### config.mk
export PLATFORM = sky130hd
export DESIGN_NAME = md_issue
export DESIGN_NICKNAME = d
export VERILOG_FILES = /design/src/rtl/md_issue.sv
export SDC_FILE = /design/constraint.sdc
export NUM_CORES = 1
export LEC_CHECK = 0
export CAP_MARGIN = 40
export CORE_MARGIN = 2
export CORE_UTILIZATION = 35
export CTS_BUF_LIST = sky130_fd_sc_hd__clkbuf_2 sky130_fd_sc_hd__clkbuf_4 sky130_fd_sc_hd__clkbuf_8
export DETAILED_ROUTE_END_ITERATION = 8
export PLACE_DENSITY_LB_ADDON = 0.15
export SYNTH_ARGS = -nofsm -noshare
export SYNTH_HDL_FRONTEND = slang
export SYNTH_SLANG_ARGS = --single-unit
### constraint.sdc
create_clock -name clk -period 4.15 [get_ports clk]
set_input_delay 1.245 -clock clk [delete_from_list [all_inputs] [get_ports clk]]
set_output_delay 1.245 -clock clk [all_outputs]
set_load 0.02 [all_outputs]
### src/rtl/md_issue.sv
// HI/LO issue control: tracks the multiply/divide instruction in E, starts the unit,
// shadows its busy window and stalls D-stage HI/LO instructions while it is occupied.
module md_issue (
    input  logic        clk,
    input  logic        reset,
    input  logic [3:0]  d_md_op,
    input  logic        stall_other,
    input  logic [31:0] e_rs,
    input  logic [31:0] e_rt,
    input  logic        md_busy,
    output logic        md_stall,
    output logic        Start,
    output logic [2:0]  MDOp,
    output logic        MDWrite,
    output logic        MDsel,
    output logic [31:0] MD1,
    output logic [31:0] MD2,
    output logic [3:0]  e_md_op,
    output logic        mirror_busy,
    output logic        sync_err,
    output logic [15:0] stall_cnt
);

    localparam logic [3:0] OP_NONE  = 4'd0;
    localparam logic [3:0] OP_MULT  = 4'd1;
    localparam logic [3:0] OP_MULTU = 4'd2;
    localparam logic [3:0] OP_DIV   = 4'd3;
    localparam logic [3:0] OP_DIVU  = 4'd4;
    localparam logic [3:0] OP_MFHI  = 4'd5;
    localparam logic [3:0] OP_MTHI  = 4'd7;
    localparam logic [3:0] OP_MTLO  = 4'd8;

    localparam logic [3:0] MULT_CYCLES = 4'd5;
    localparam logic [3:0] DIV_CYCLES  = 4'd10;

    logic [3:0]  e_md_op_reg;
    logic [3:0]  e_md_op_next;
    logic [3:0]  shadow_cnt_reg;
    logic [3:0]  shadow_cnt_next;
    logic        sync_err_reg;
    logic        sync_err_next;
    logic [15:0] stall_cnt_reg;
    logic [15:0] stall_cnt_next;

    logic        d_is_md;
    logic        e_is_mult;
    logic        e_is_div;
    logic        start_int;
    logic        stall_int;
    logic        mirror_int;

    assign d_is_md    = (d_md_op >= OP_MULT) && (d_md_op <= OP_MTLO);
    assign e_is_mult  = (e_md_op_reg == OP_MULT) || (e_md_op_reg == OP_MULTU);
    assign e_is_div   = (e_md_op_reg == OP_DIV)  || (e_md_op_reg == OP_DIVU);
    assign start_int  = e_is_mult || e_is_div;
    assign mirror_int = (shadow_cnt_reg != 4'd0);
    assign stall_int  = d_is_md && (start_int || md_busy || mirror_int);

    // Operator decode for the E-stage instruction.
    always_comb begin
        MDOp    = 3'd7;
        MDWrite = 1'b0;
        MDsel   = 1'b0;
        case (e_md_op_reg)
            OP_MULT:  MDOp = 3'd0;
            OP_MULTU: MDOp = 3'd1;
            OP_DIV:   MDOp = 3'd2;
            OP_DIVU:  MDOp = 3'd3;
            OP_MFHI:  MDsel = 1'b1;
            OP_MTHI:  begin MDOp = 3'd4; MDWrite = 1'b1; end
            OP_MTLO:  begin MDOp = 3'd5; MDWrite = 1'b1; end
            default:  MDOp = 3'd7;
        endcase
    end

    // Either stall source turns the instruction entering E into a bubble;
    // out-of-range codes are folded to NONE so downstream decode never sees them.
    always_comb begin
        e_md_op_next = d_is_md ? d_md_op : OP_NONE;
        if (stall_int || stall_other) begin
            e_md_op_next = OP_NONE;
        end
    end

    // A start always reloads, even if a window is still open; that case is flagged below.
    always_comb begin
        shadow_cnt_next = shadow_cnt_reg;
        if (start_int) begin
            shadow_cnt_next = e_is_mult ? MULT_CYCLES : DIV_CYCLES;
        end else if (shadow_cnt_reg != 4'd0) begin
            shadow_cnt_next = shadow_cnt_reg - 4'd1;
        end
    end

    always_comb begin
        sync_err_next = sync_err_reg;
        if ((mirror_int != md_busy) || (start_int && mirror_int)) begin
            sync_err_next = 1'b1;
        end
    end

    always_comb begin
        stall_cnt_next = stall_cnt_reg;
        if (stall_int && (stall_cnt_reg != 16'hFFFF)) begin
            stall_cnt_next = stall_cnt_reg + 16'd1;
        end
    end

    always_ff @(posedge clk) begin
        if (reset) begin
            e_md_op_reg    <= OP_NONE;
            shadow_cnt_reg <= 4'd0;
            sync_err_reg   <= 1'b0;
            stall_cnt_reg  <= 16'd0;
        end else begin
            e_md_op_reg    <= e_md_op_next;
            shadow_cnt_reg <= shadow_cnt_next;
            sync_err_reg   <= sync_err_next;
            stall_cnt_reg  <= stall_cnt_next;
        end
    end

    assign md_stall    = stall_int;
    assign Start       = start_int;
    assign MD1         = e_rs;
    assign MD2         = e_rt;
    assign e_md_op     = e_md_op_reg;
    assign mirror_busy = mirror_int;
    assign sync_err    = sync_err_reg;
    assign stall_cnt   = stall_cnt_reg;

endmodule

==> metrics <==
number of global-route vias before repair=1278; post-synth cell types=43; worst slew pin tran=0.6268 ns; first-pass GRT wire length=6.216 mm; Final Util=0.3615; max reg flops=16; DR vias=1399; Post-Synthesis Cells=233; Hold Vio Cnt, Final=0; Async SR Flop Fraction=0; beginning of the worst hold path=sync_err; Synth-to-Final Area Change=-0.6025%; final WL=3.796 mm; die area=5941 µm²; Initial DRC Count=55; Synth Area in Compound Gates=0.1031; Hold Crit Class=reg -> reg; Rel. slew slack=0.5783; layout cells sized above 1=0.06404; Placed Area=1814 µm²; n_diodes=0; syn_area_per_cell=8.023 µm²; clk sinks=25; # hold bufs at CTS=0; post-detail-place hpwl=2.901 mm; count leader, synth=buf_4; worst path buffer plus inverter count=3; largest net degree at the start of global routing=16; die height=77.08 µm; Yosys top cell area share=0.2677; register area share after synthesis=0.2677; synth top area cells=dfxtp_1, buf_4, xnor2_1; clock skew=0.01362 ns; core outline area=5140 µm²; synthesized-area fraction occupied by adder cells=0.01339; PnR worst setup slack=0.1927 ns; gpl congestion=0.8152; Worst setup SP type=input pin; worst r2r src=shadow_cnt_reg[0]; H-tree levels=1; Pre-Repair DR Iteration Count=4; Fmax achieved=0.2527 GHz; yosys warns=0; maximum buffer depth of the clock tree=2; leading area contributor after synthesis=dfxtp_1; antenna violations before repair=0; final worst-path cycle share=0.9536; CP Cell Sequence=clkdlybuf4s50_1, or4b_1, a211oi_1, buf_4, nor2_1, clkbuf_2; PD cells=413.0 nW/µm²; routed len/inst=13.90 µm; number of synthesized flops with an enable pin=0; root buffer cell=clkbuf_8; DRC errors left=0; Die W=77.08 µm; crit path launch=md_busy; Via density=5.125; outcome=complete, no violations; Total GRT Usage=0.1274; Leakage=0.6232 nW; Post-Synth Simple-Gate Area=0.2463; largest family of logic cells by synthesized area=buffers and inverters; layout net count=278; kind of critical path=in -> out; #FFs+latches synth=25; dpl ws=-0.1878 ns; Max VDD drop=237.9 µV; post-synthesis mux area share=0.01138; CP max stage delay=0.51 ns; setup violators final=0; XOR/XNOR Fraction of Synth Area=0.06091; num rows=26; fin crit period=3.957 ns; ys flop type=dfxtp_1; worst-path cell with the longest stage delay=or4b_1; Power Total=0.7674 mW; CP Data Required Time=2.90 ns; overflow left after global routing=0; Clock Latency Late Sink=0.28 ns; port bufs=36; CTS tree=built; Boundary Pins=165; flop-to-flop setup slack=1.67 ns; antenna viol nets, final=0; Critical Path AT=2.71 ns; CP endpoint kind=output port; MaxCap Viol Count=0; Worst-path clk slew=0.10 ns; crit-path max FO=2; Slew Viols, Final=0; final instance area=1858 µm²; CTS Buf Count=3; initial core utilization=0.3637; Post-synth top cells=buf_4, dfxtp_1, nor2_1, xnor2_1, a21oi_1; Syn Nets=307; area of the mapped netlist=1869 µm²; RSZ-0062 raised after global routing=no; Worst path top cell family by delay=buffers and inverters
-- layout make-up --
cell class,instances,area [µm²]
clock buffer,3,41.29
clock inverter,1,7.507
fill,568,3282
inverter,6,22.52
multi-input combinational,128,813.3
sequential,25,500.5
tap,70,87.58
timing repair buffer,40,385.4
-- metal layers --
| metal | routed length, µm | track usage | part of all wire | up-vias |
|---|---|---|---|---|
| li1 | - | - | - | 682 |
| met1 | 1675 | 0.1595 | 0.44 | 624 |
| met2 | 1604 | 0.1886 | 0.42 | 67 |
| met3 | 335 | 0.04000 | 0.088 | 26 |
| met4 | 182 | 0.08036 | 0.048 | 0 |
| met5 | 0 | 0 | 0 | - |
-- worst reg2reg max path, stage by stage, from the launching register on --
cell and delay, ns:
dfxtp_1 0.39, inv_1 0.07, ha_1 0.23, or4b_1 0.20
a211oi_1 0.05, buf_4 0.15, buf_4 0.16, or4_1 0.63
or3_1 0.39, a21oi_1 0.14
-- report_power, final --
group	internal (mW)	switching (mW)	total, mW
combinational	0.148	0.164	0.312
clock	0.0681	0.0827	0.151
sequential	0.269	0.0350	0.304
-- cells in the final DEF (no fill, tap or decap), types with 3 or more instances in the layout --
cell type,n
clkbuf_8,3
xnor2_1,11
or4_1,3
or3_1,4
inv_1,6
and2_1,5
nor4_1,6
a2111oi_0,4
a21oi_1,10
clkdlybuf4s50_1,35
nand3_1,7
nor3_1,4
nor2_1,24
nand4_1,7
and3_1,3
buf_4,4
nand2_1,5
o21ai_0,4
dfxtp_1,25
-- kinds of logic after synthesis --
logic type,count (synthesis)
and+or+nand+nor,81
buffers and inverters,80
AOI/OAI and AO/OA,30
DFF,25
xor gates and xnor gates,13
muxes,2
adders and majority gates,2
-- stage by stage --
stage	std cells	hold slack, ns	setup TNS (ns)
after global routing	273	0.5409	0
final	273	0.4843	0
after floorplan	233	0.4811	0
after CTS	273	0.4994	0
after detailed placement	269	0.4703	-0.1878
after global placement	269	0.4736	-0.2290
-- worst paths after layout --
check | endpoint | cells after the start
hold reg to reg | sync_err | 2
setup reg to reg | stall_cnt[15] | 9
setup / recovery | md_stall | 6
hold / removal | sync_err | 2
-- repair_timing --
action	CTS	global route
hold endpoints to repair	0	0
setup endpoints to repair	1	1
buffers inserted	0	0
resized for setup	1	2
Power figures use the tool's default switching activity.
